===== src/rtl/j202_wb_pkg.sv =====
// j202_wb_pkg: shared types for the j202 Wishbone master bridge.
// Holds the bus widths, the bridge state encoding and the command record
// that the bridge latches onto the Wishbone outputs.
package j202_wb_pkg;

  localparam int WB_AW = 32;
  localparam int WB_DW = 32;
  localparam int WB_SW = 4;

  typedef enum logic [1:0] {
    IDLE = 2'd0,
    BUS  = 2'd1,
    RESP = 2'd2
  } state_e;

  typedef struct packed {
    logic             we;
    logic [WB_AW-1:0] adr;
    logic [WB_DW-1:0] dat;
    logic [WB_SW-1:0] sel;
  } cmd_t;

endpackage


===== src/rtl/j202_wb_master_bridge_if.sv =====
// j202_wb_master_bridge_if: command stream, response stream and Wishbone
// classic initiator signals of the j202 bridge.
//   master modport : the bridge (accepts cmd, drives rsp and wbm_* outputs)
//   slave modport  : the environment (drives cmd, consumes rsp, responds on bus)
interface j202_wb_master_bridge_if;
  import j202_wb_pkg::*;

  logic             cmd_valid;
  logic             cmd_ready;
  logic             cmd_we;
  logic [WB_AW-1:0] cmd_adr;
  logic [WB_DW-1:0] cmd_dat;
  logic [WB_SW-1:0] cmd_sel;

  logic             rsp_valid;
  logic             rsp_ready;
  logic [WB_DW-1:0] rsp_dat;
  logic             rsp_err;

  logic             wbm_cyc_o;
  logic             wbm_stb_o;
  logic             wbm_we_o;
  logic [WB_AW-1:0] wbm_adr_o;
  logic [WB_DW-1:0] wbm_dat_o;
  logic [WB_SW-1:0] wbm_sel_o;
  logic             wbm_ack_i;
  logic [WB_DW-1:0] wbm_dat_i;

  modport master (
    input  cmd_valid, cmd_we, cmd_adr, cmd_dat, cmd_sel,
    output cmd_ready,
    output rsp_valid, rsp_dat, rsp_err,
    input  rsp_ready,
    output wbm_cyc_o, wbm_stb_o, wbm_we_o, wbm_adr_o, wbm_dat_o, wbm_sel_o,
    input  wbm_ack_i, wbm_dat_i
  );

  modport slave (
    output cmd_valid, cmd_we, cmd_adr, cmd_dat, cmd_sel,
    input  cmd_ready,
    input  rsp_valid, rsp_dat, rsp_err,
    output rsp_ready,
    input  wbm_cyc_o, wbm_stb_o, wbm_we_o, wbm_adr_o, wbm_dat_o, wbm_sel_o,
    output wbm_ack_i, wbm_dat_i
  );

endinterface


===== src/rtl/j202_wb_timeout_ctr.sv =====
// j202_wb_timeout_ctr: cycle counter with synchronous clear and enable.
// tc is high while the count equals TIMEOUT_CYCLES-1.
//   clk, rst : clock and synchronous active-high reset
//   clr      : force count to zero
//   en       : advance count by one
//   tc       : terminal count reached
module j202_wb_timeout_ctr #(
  parameter int TO_W           = 8,
  parameter int TIMEOUT_CYCLES = 255
) (
  input  logic clk,
  input  logic rst,
  input  logic clr,
  input  logic en,
  output logic tc
);

  localparam logic [TO_W-1:0] TC_VAL = TO_W'(TIMEOUT_CYCLES - 1);

  logic [TO_W-1:0] cnt_q;

  always_ff @(posedge clk) begin
    if (rst || clr)
      cnt_q <= '0;
    else if (en)
      cnt_q <= cnt_q + TO_W'(1);
  end

  assign tc = (cnt_q == TC_VAL);

endmodule


===== src/rtl/j202_wb_master_bridge.sv =====
// j202_wb_master_bridge: Wishbone classic (B3) single-cycle initiator.
// Turns each accepted command into one CYC/STB cycle and returns read data
// or a timeout error on the response stream.
//   wb_clk_i, wb_rst_i : clock, synchronous active-high reset
//   bus                : command / response / Wishbone signals (master side)
//   busy_o             : high whenever the bridge is not IDLE
module j202_wb_master_bridge
  import j202_wb_pkg::*;
#(
  parameter int TIMEOUT_CYCLES = 255,
  parameter int TO_W           = 8
) (
  input  logic                    wb_clk_i,
  input  logic                    wb_rst_i,
  j202_wb_master_bridge_if.master bus,
  output logic                    busy_o
);

  state_e           state_q, state_d;
  cmd_t             cmd_q, cmd_d;
  logic [WB_DW-1:0] rsp_dat_q, rsp_dat_d;
  logic             rsp_err_q, rsp_err_d;
  logic             ctr_clr, ctr_en, ctr_tc;

  j202_wb_timeout_ctr #(
    .TO_W           (TO_W),
    .TIMEOUT_CYCLES (TIMEOUT_CYCLES)
  ) u_timeout (
    .clk (wb_clk_i),
    .rst (wb_rst_i),
    .clr (ctr_clr),
    .en  (ctr_en),
    .tc  (ctr_tc)
  );

  always_ff @(posedge wb_clk_i) begin
    if (wb_rst_i) begin
      state_q   <= IDLE;
      cmd_q     <= '0;
      rsp_dat_q <= '0;
      rsp_err_q <= 1'b0;
    end else begin
      state_q   <= state_d;
      cmd_q     <= cmd_d;
      rsp_dat_q <= rsp_dat_d;
      rsp_err_q <= rsp_err_d;
    end
  end

  always_comb begin
    state_d   = state_q;
    cmd_d     = cmd_q;
    rsp_dat_d = rsp_dat_q;
    rsp_err_d = rsp_err_q;
    ctr_clr   = 1'b0;
    ctr_en    = 1'b0;
    case (state_q)
      IDLE: begin
        if (bus.cmd_valid) begin
          cmd_d   = '{we: bus.cmd_we, adr: bus.cmd_adr,
                      dat: bus.cmd_dat, sel: bus.cmd_sel};
          ctr_clr = 1'b1;
          state_d = BUS;
        end
      end
      BUS: begin
        // Ack is checked before the terminal count so a last-cycle ack wins.
        if (bus.wbm_ack_i) begin
          rsp_dat_d = cmd_q.we ? '0 : bus.wbm_dat_i;
          rsp_err_d = 1'b0;
          state_d   = RESP;
        end else if (ctr_tc) begin
          rsp_dat_d = '0;
          rsp_err_d = 1'b1;
          state_d   = RESP;
        end else begin
          ctr_en = 1'b1;
        end
      end
      RESP: begin
        if (bus.rsp_ready)
          state_d = IDLE;
      end
      default: state_d = IDLE;
    endcase
  end

  // CYC/STB and rsp_valid are decoded straight from the registered state,
  // so they are glitch-free and drop on the same edge as the state change.
  assign bus.cmd_ready = (state_q == IDLE);
  assign bus.wbm_cyc_o = (state_q == BUS);
  assign bus.wbm_stb_o = (state_q == BUS);
  assign bus.wbm_we_o  = cmd_q.we;
  assign bus.wbm_adr_o = cmd_q.adr;
  assign bus.wbm_dat_o = cmd_q.dat;
  assign bus.wbm_sel_o = cmd_q.sel;
  assign bus.rsp_valid = (state_q == RESP);
  assign bus.rsp_dat   = rsp_dat_q;
  assign bus.rsp_err   = rsp_err_q;
  assign busy_o        = (state_q != IDLE);

endmodule


===== src/flat_wrapper.sv =====
// flat-port wrapper written by rule: the top's interface ports become plain ports
module j202_wb_master_bridge_flat import j202_wb_pkg::*;
#(
  parameter int TIMEOUT_CYCLES = 255,
  parameter int TO_W           = 8
)
  (wb_clk_i, wb_rst_i, busy_o, bus_cmd_valid, bus_cmd_we, bus_cmd_adr, bus_cmd_dat, bus_cmd_sel, bus_cmd_ready, bus_rsp_valid, bus_rsp_dat, bus_rsp_err, bus_rsp_ready, bus_wbm_cyc_o, bus_wbm_stb_o, bus_wbm_we_o, bus_wbm_adr_o, bus_wbm_dat_o, bus_wbm_sel_o, bus_wbm_ack_i, bus_wbm_dat_i);
  j202_wb_master_bridge_if bus_i ();
  input  logic wb_clk_i;
  input  logic wb_rst_i;
  output logic busy_o;
  input wire logic [$bits(bus_i.cmd_valid)-1:0] bus_cmd_valid;
  input wire logic [$bits(bus_i.cmd_we)-1:0] bus_cmd_we;
  input wire logic [$bits(bus_i.cmd_adr)-1:0] bus_cmd_adr;
  input wire logic [$bits(bus_i.cmd_dat)-1:0] bus_cmd_dat;
  input wire logic [$bits(bus_i.cmd_sel)-1:0] bus_cmd_sel;
  output wire logic [$bits(bus_i.cmd_ready)-1:0] bus_cmd_ready;
  output wire logic [$bits(bus_i.rsp_valid)-1:0] bus_rsp_valid;
  output wire logic [$bits(bus_i.rsp_dat)-1:0] bus_rsp_dat;
  output wire logic [$bits(bus_i.rsp_err)-1:0] bus_rsp_err;
  input wire logic [$bits(bus_i.rsp_ready)-1:0] bus_rsp_ready;
  output wire logic [$bits(bus_i.wbm_cyc_o)-1:0] bus_wbm_cyc_o;
  output wire logic [$bits(bus_i.wbm_stb_o)-1:0] bus_wbm_stb_o;
  output wire logic [$bits(bus_i.wbm_we_o)-1:0] bus_wbm_we_o;
  output wire logic [$bits(bus_i.wbm_adr_o)-1:0] bus_wbm_adr_o;
  output wire logic [$bits(bus_i.wbm_dat_o)-1:0] bus_wbm_dat_o;
  output wire logic [$bits(bus_i.wbm_sel_o)-1:0] bus_wbm_sel_o;
  input wire logic [$bits(bus_i.wbm_ack_i)-1:0] bus_wbm_ack_i;
  input wire logic [$bits(bus_i.wbm_dat_i)-1:0] bus_wbm_dat_i;
  assign bus_i.cmd_valid = bus_cmd_valid;
  assign bus_i.cmd_we = bus_cmd_we;
  assign bus_i.cmd_adr = bus_cmd_adr;
  assign bus_i.cmd_dat = bus_cmd_dat;
  assign bus_i.cmd_sel = bus_cmd_sel;
  assign bus_cmd_ready = bus_i.cmd_ready;
  assign bus_rsp_valid = bus_i.rsp_valid;
  assign bus_rsp_dat = bus_i.rsp_dat;
  assign bus_rsp_err = bus_i.rsp_err;
  assign bus_i.rsp_ready = bus_rsp_ready;
  assign bus_wbm_cyc_o = bus_i.wbm_cyc_o;
  assign bus_wbm_stb_o = bus_i.wbm_stb_o;
  assign bus_wbm_we_o = bus_i.wbm_we_o;
  assign bus_wbm_adr_o = bus_i.wbm_adr_o;
  assign bus_wbm_dat_o = bus_i.wbm_dat_o;
  assign bus_wbm_sel_o = bus_i.wbm_sel_o;
  assign bus_i.wbm_ack_i = bus_wbm_ack_i;
  assign bus_i.wbm_dat_i = bus_wbm_dat_i;
  j202_wb_master_bridge #(.TIMEOUT_CYCLES(TIMEOUT_CYCLES), .TO_W(TO_W)) u_core (.wb_clk_i(wb_clk_i), .wb_rst_i(wb_rst_i), .bus(bus_i), .busy_o(busy_o));
endmodule

===== config.mk =====
export PLATFORM = sky130hd
export DESIGN_NAME = j202_wb_master_bridge_flat
export DESIGN_NICKNAME = d
export VERILOG_FILES = /design/src/rtl/j202_wb_pkg.sv /design/src/rtl/j202_wb_master_bridge_if.sv /design/src/rtl/j202_wb_timeout_ctr.sv /design/src/rtl/j202_wb_master_bridge.sv /design/src/flat_wrapper.sv
export SDC_FILE = /design/constraint.sdc
export NUM_CORES = 1
export LEC_CHECK = 0
export CAP_MARGIN = 40
export CELL_PAD_IN_SITES_DETAIL_PLACEMENT = 0
export CELL_PAD_IN_SITES_GLOBAL_PLACEMENT = 1
export CORE_MARGIN = 4
export CORE_UTILIZATION = 47
export CTS_BUF_LIST = sky130_fd_sc_hd__clkbuf_2
export DETAILED_ROUTE_END_ITERATION = 8
export DONT_BUFFER_PORTS = 1
export PLACE_DENSITY_LB_ADDON = 0.1
export SYNTH_ARGS = -nofsm -noshare
export SYNTH_HDL_FRONTEND = slang
export SYNTH_HIERARCHICAL = 1
export SYNTH_SLANG_ARGS = --single-unit

===== constraint.sdc =====
create_clock -name wb_clk_i -period 2.54 [get_ports wb_clk_i]
set_input_delay 0.381 -clock wb_clk_i [delete_from_list [all_inputs] [get_ports wb_clk_i]]
set_output_delay 0.381 -clock wb_clk_i [all_outputs]
set_load 0.02 [all_outputs]

After elaboration in Yosys (flattened, before gate mapping)
Index checks and enable logic that the tools add are counted.
{ "op_classes": {"addsub": 1, "multipliers": 0, "div_mod_pow": 0, "order_cmp": 0, "n_eq_ne": 6, "shift": 0, "mux": 15, "n_bitwise": 0, "reduce_logical": 7} }
{ "op_table": {"columns": ["operator", "count"], "rows": [
  ["32-bit two-way mux", 3],
  ["8-bit by 1-bit adder with 8-bit output, second input constant", 1],
  ["8-bit == test, second input constant", 1],
  ["2-bit two-way mux", 4],
  ["1-bit two-way mux", 7],
  ["2-bit one-hot mux with 3 select lines", 1],
  ["2-bit AND reduction", 2],
  ["2-bit nonzero test", 2],
  ["3-bit by 1-bit != test with 1-bit output, second input constant", 1],
  ["3-bit AND reduction", 1],
  ["2-bit by 1-bit == test with 1-bit output, second input constant", 1],
  ["2-bit == test, second input constant", 1],
  ["2-bit zero test", 1],
  ["2-bit by 1-bit != test with 1-bit output, second input constant", 1],
  ["2-bit != test, second input constant", 1],
  ["1-bit logical OR", 1]
]} }
{ "word_totals": {"reg_bits": 112, "latch_bits": 0, "ramBits": 0, "rom_bits": 0, "inputBits": 106, "out_inout_bits": 107, "word_cells": 37, "memories": 0} }

Depth between registers and ports, before layout
Gate-level depths: netlist of run 1.
{ "logic_depth": {"depth_word": 4, "mapped_depth": 9, "ltp_nobuf": 8} }

Cells and area by module
Netlist of run 1, hierarchy kept.
{ "modules_own_cells": {"columns": ["module", "instances", "cells_each", "area_per_inst_um2", "seq_area_each_um2"], "rows": [
  ["j202_wb_master_bridge", 1, 464, 4359.2, 2082.0],
  ["j202_wb_timeout_ctr", 1, 42, 369.1, 160.2]
]} }

Worst setup path before layout of run 1
No wires, ideal clock.
{ "synth_path": {"kind": "register to register", "from": "register u_core.u_timeout.cnt_q[0]", "to": "register u_core.u_timeout.cnt_q[5]", "setup_ns": 0.070, "t_arrival_ns": 1.769, "required_ns": 2.470, "slack_ns": 0.701, "stages_incl_launch_ff": 10, "path_buffers": 1, "synth_period_minus_slack_ns": 1.839, "path_cell_list": "dfxtp_1 inv_1 ha_1 nand2_1 nor3_1 nor3b_1 buf_2 nand3_1 or3_2 a21oi_1"} }
{ "synth_via": {"elab_chain_len": 4, "word_cells_on_any_way": 5, "cone_classes": "add/sub: 1; eq/ne: 1; mux: 3"} }
{ "synth_lines": {"columns": ["item", "line", "source"], "rows": [
  ["from (decl)", "j202_wb_timeout_ctr.sv:20", "logic [TO_W-1:0] cnt_q;"],
  ["from (signal assigned)", "j202_wb_timeout_ctr.sv:26", "cnt_q <= cnt_q + TO_W'(1);"],
  ["8-bit == test", "j202_wb_timeout_ctr.sv:29", "assign tc = (cnt_q == TC_VAL);"],
  ["named net u_core.ctr_tc", "j202_wb_master_bridge.sv:23", "logic ctr_clr, ctr_en, ctr_tc;"],
  ["1-bit two-way mux", "j202_wb_master_bridge.sv:72", "end else if (ctr_tc) begin"],
  ["1-bit two-way mux", "j202_wb_master_bridge.sv:68", "if (bus.wbm_ack_i) begin"],
  ["1-bit two-way mux", "j202_wb_master_bridge.sv:57", "case (state_q)"],
  ["named net u_core.ctr_en", "j202_wb_master_bridge.sv:23", null]
]} }
The timed path passes the listed nets, and every way through them passes these cells.
A chain may end at the register's enable or synchronous reset.

Worst setup path in the final report of run 1
{ "layout_path": {"from": "register u_core.state_q[1]", "to": "register u_core.cmd_q, in the netlist u_core/bus.wbm_dat_o[15]"} }
{ "layout_via": {"elab_chain_len": 2} }
{ "layout_lines": {"columns": ["item", "line", "source"], "rows": [
  ["from (decl)", "j202_wb_master_bridge.sv:19", "state_e state_q, state_d;"],
  ["from (signal assigned)", "j202_wb_master_bridge.sv:43", "state_q <= state_d;"],
  ["2-bit zero test", "j202_wb_master_bridge.sv:57", null],
  ["2-bit AND reduction (no source line)", null, null],
  ["to (signal assigned)", "j202_wb_master_bridge.sv:44", "cmd_q <= cmd_d;"],
  ["to (decl)", "j202_wb_master_bridge.sv:20", "cmd_t cmd_q, cmd_d;"]
]} }
No other way between the ends.

==> run metrics, run 1 <==
most common cell after layout, fill and taps aside=sky130_fd_sc_hd__dfxtp_1; Crit Path Max Fanout=69; crit path kind=flop to flop; post-route setup slack=0.287 ns; I/O Buffers=0; path depth of the worst reg2reg path=5; die width=108 um; placed wire-length estimate=7330 um; Setup TNS Final=0 ns; Post-Synthesis Net Count=614; internal power=2.31 mW; delay contributed by the slowest stage of the critical path=0.58 ns; number of optimization iterations in the first detailed-route pass=4; endpoint type of the worst setup path=flop; sum of internal, switching and leakage power=3.31 mW; total number of nets in the final design=692; Post-synth EDFFs=0; Final GP Congestion=0.712; critical register-to-register path startpoint=u_core/state_q[1]; antenna-violating nets left=0; Global Route Usage Sum=0.201; share of flip-flops with an asynchronous set or reset after synthesis=0; total of cells resized after clock tree synthesis=0; average wire length per cell after detail routing=16.9 um; setup repair after global routing missed its margin=no; leading cell types in the layout, fill and taps excluded=112 x sky130_fd_sc_hd__dfxtp_1, 103 x sky130_fd_sc_hd__dlygate4sd3_1, 72 x sky130_fd_sc_hd__nand2_1, 69 x sky130_fd_sc_hd__nand2_2, 69 x sky130_fd_sc_hd__a21oi_2; worst hold-check path type=input port to flop; library cell occupying the most area in the post-synthesis netlist=sky130_fd_sc_hd__dfxtp_1; worst-margin pin slew=0.714 ns; Worst Clk Skew=0.0215 ns; power density of the placed cells=569 mW/mm^2; Final min period=2.25 ns; maximum clock frequency=444 MHz; R2R setup slack=0.29 ns; worst flop-to-flop path endpoint=u_core/bus.wbm_dat_o[15]; number of buffers inserted during clock tree synthesis=9; Psw=995 uW; sw frac=0.301; number of levels in the clock H-tree=3; Flop pwr share=0.609; number of max-cap violations=0; endpoints failing setup=0; drc violations=0; post-synth top area share=0.474; Routed Wire Length=12200 um; Register Area=0.00224 mm^2; CP Launch Type=flop; post-route cell area=0.00582 mm^2; Die Outline Area=0.0117 mm^2; io pins=213; YS warnings=6; Worst Path Required=3.02 ns; overflow left after global routing=0; clock transition time at the flip-flop clock pins of the worst setup and hold paths=0.28 ns; Fillers=866; clock tree from TritonCTS=yes; part of the cycle the worst path needs=0.887; CORE AREA=0.00977 mm^2; hold violation total from the final report=0; total standard cell area after synthesis=0.00473 mm^2; combinational cell fraction of total power=0.152; hold path cells=2; Iter 0 DRT Violations=269; Layout Area Growth over Synthesis=23.0%; remaining max-slew budget at the tightest pin=0.524; routed via count=3759; Mean Syn Cell Area=9.34 um^2; maximum vdd ir drop=0.365 mV; Clock Sink Count=112; latest clock arrival within the worst-skew pair=0.55 ns; most common flop cell mapped by yosys=sky130_fd_sc_hd__dfxtp_1; CP cell instances=or3b_2 > buf_4 > nand2_1 > a21oi_2 > dlygate4sd3_1; final-report max-slew violation count=0; Synth area leaders=sky130_fd_sc_hd__dfxtp_1 47%, sky130_fd_sc_hd__a21oi_2 13%, sky130_fd_sc_hd__nand2_2 9.1%, sky130_fd_sc_hd__nand2_1 5.7%, sky130_fd_sc_hd__nand4_1 4.5%; maximum number of pins on one net before global-route repair=92; Placement Rows=36; Cell Area, Placed=0.00464 mm^2; area of the multi-input gates=0.00216 mm^2; number of antenna violations at the first check in global routing=1; share of final-layout standard cells stronger than drive strength 1=0.292; Via density=5.20; die outline height=108 um; number of synthesized register bits=112; post-synthesis instance total=506; pre-CTS worst setup slack=0.574 ns; Hold Path End=u_core/u_timeout/cnt_q[5]; share of synthesized area occupied by flip-flops and latches=0.474; result of the run=finished clean; number of buffers between clock root and the deepest sink=2; leakage power=2.01 nW; power share of the clock group=0.239; first-pass GRT wire length=19100 um; beginning of the worst hold path=wb_rst_i; Worst Path Arrival=2.73 ns; CTS root buf=sky130_fd_sc_hd__clkbuf_2; via count of the first global-routing pass=3790; number of distinct library cell variants in the gate-level netlist after synthesis=38; starting utilization of the core area=0.484; Worst path slowest cell=sky130_fd_sc_hd__or3b_2
registers in the layout, indices dropped and copies added, names as in the netlist:
signal / flops
u_core/u_timeout/cnt_q: 8
u_core/bus.wbm_adr_o: 32
u_core/state_q: 2
u_core/bus.rsp_err: 1
u_core/bus.wbm_sel_o: 4
u_core/bus.wbm_dat_o: 32
u_core/bus.wbm_we_o: 1
u_core/bus.rsp_dat: 32
power groups by stage:
stage,clock network (mW),logic (mW),registers (mW)
final,0.789,0.503,2.01
after global routing,0.891,0.551,2.03
after CTS,0.836,0.501,2.02
after detailed placement,0,0.329,2.05
after global placement,0,0.321,2.05
after floorplan,0,0.365,2.02
how the worst max path moves through the flow:
stage	startpoint	endpoint	slack [ns]
floorplan	u_core/u_timeout/cnt_q[0]	u_core/u_timeout/cnt_q[5]	0.70
global route	u_core/state_q[1]	u_core/bus.wbm_dat_o[9]	0.13
global placement	u_core/u_timeout/cnt_q[0]	u_core/u_timeout/cnt_q[5]	0.64
CTS	u_core/state_q[1]	u_core/bus.wbm_dat_o[15]	0.29
finish	u_core/state_q[1]	u_core/bus.wbm_dat_o[15]	0.29
detailed placement	u_core/u_timeout/cnt_q[0]	u_core/u_timeout/cnt_q[5]	0.57
worst max-delay path: cells and delay by family (launching register included):
kind | cells | cell delay [ns]
compound gates | 1 | 0.06
buf+inv | 2 | 0.96
flops | 1 | 0.41
simple gates | 2 | 0.76
area by class of cell:
class | instances | area share
antenna | 1 | 0.000430
sequential | 112 | 0.386
clock inverter | 5 | 0.00968
tap | 133 | 0.0286
multi-input combinational | 347 | 0.372
inverter | 4 | 0.00473
timing repair buffer | 110 | 0.190
clock buffer | 11 | 0.00947
metal layers:
metal / global-route usage / routed length (um) / vias to the layer above / share of wire
met2: 0.335 / 6000 / 135 / 0.49
li1: - / - / 1836 / -
met1: 0.239 / 4780 / 1775 / 0.39
met5: 0 / 0 / - / 0
met3: 0.0878 / 1270 / 13 / 0.10
met4: 0.0514 / 144 / 0 / 0.012
what timing repair did:
| item | CTS | global route |
|---|---|---|
| hold buffers | 104 | 0 |
| endpoints found under the hold margin | 104 | 0 |
| setup buffers | 0 | 0 |
logic make-up after synthesis:
| logic type | synth area share |
|---|---|
| and+or+nand+nor | 0.265 |
| DFF | 0.474 |
| xor gates and xnor gates | 0.00741 |
| adders and majority gates | 0.00529 |
| buffers and inverters | 0.0714 |
| AOI/OAI and AO/OA | 0.177 |
through the flow:
step,util,std cells,hold slack [ns]
after CTS,0.595,722,0.0153
after global placement,0.475,602,0.464
final,0.595,723,0.0872
after global routing,0.595,723,0.0167
after detailed placement,0.475,602,0.467
after floorplan,-,506,0.452
cell usage after synthesis (3+ instances only):
library cell,number
sky130_fd_sc_hd__buf_1,7
sky130_fd_sc_hd__clkbuf_1,18
sky130_fd_sc_hd__o21ai_0,14
sky130_fd_sc_hd__dfxtp_1,112
sky130_fd_sc_hd__buf_6,3
sky130_fd_sc_hd__nand2_1,72
sky130_fd_sc_hd__a21oi_2,69
sky130_fd_sc_hd__nand4_1,34
sky130_fd_sc_hd__buf_2,6
sky130_fd_sc_hd__o21ai_1,20
sky130_fd_sc_hd__nand2b_1,32
sky130_fd_sc_hd__buf_12,7
sky130_fd_sc_hd__nand2_2,69
sky130_fd_sc_hd__a21oi_1,4
sky130_fd_sc_hd__xor2_1,3
sky130_fd_sc_hd__nor2_1,6
sky130_fd_sc_hd__inv_1,3
Power figures use the tool's default switching activity.
==> inputs of run 2 (changes only) <==
GPL_ROUTABILITY_DRIVEN = 0   (was unset)
==> results of run 2 <==
Same layout as run 1: the final DEF is identical, and so are final timing and power.
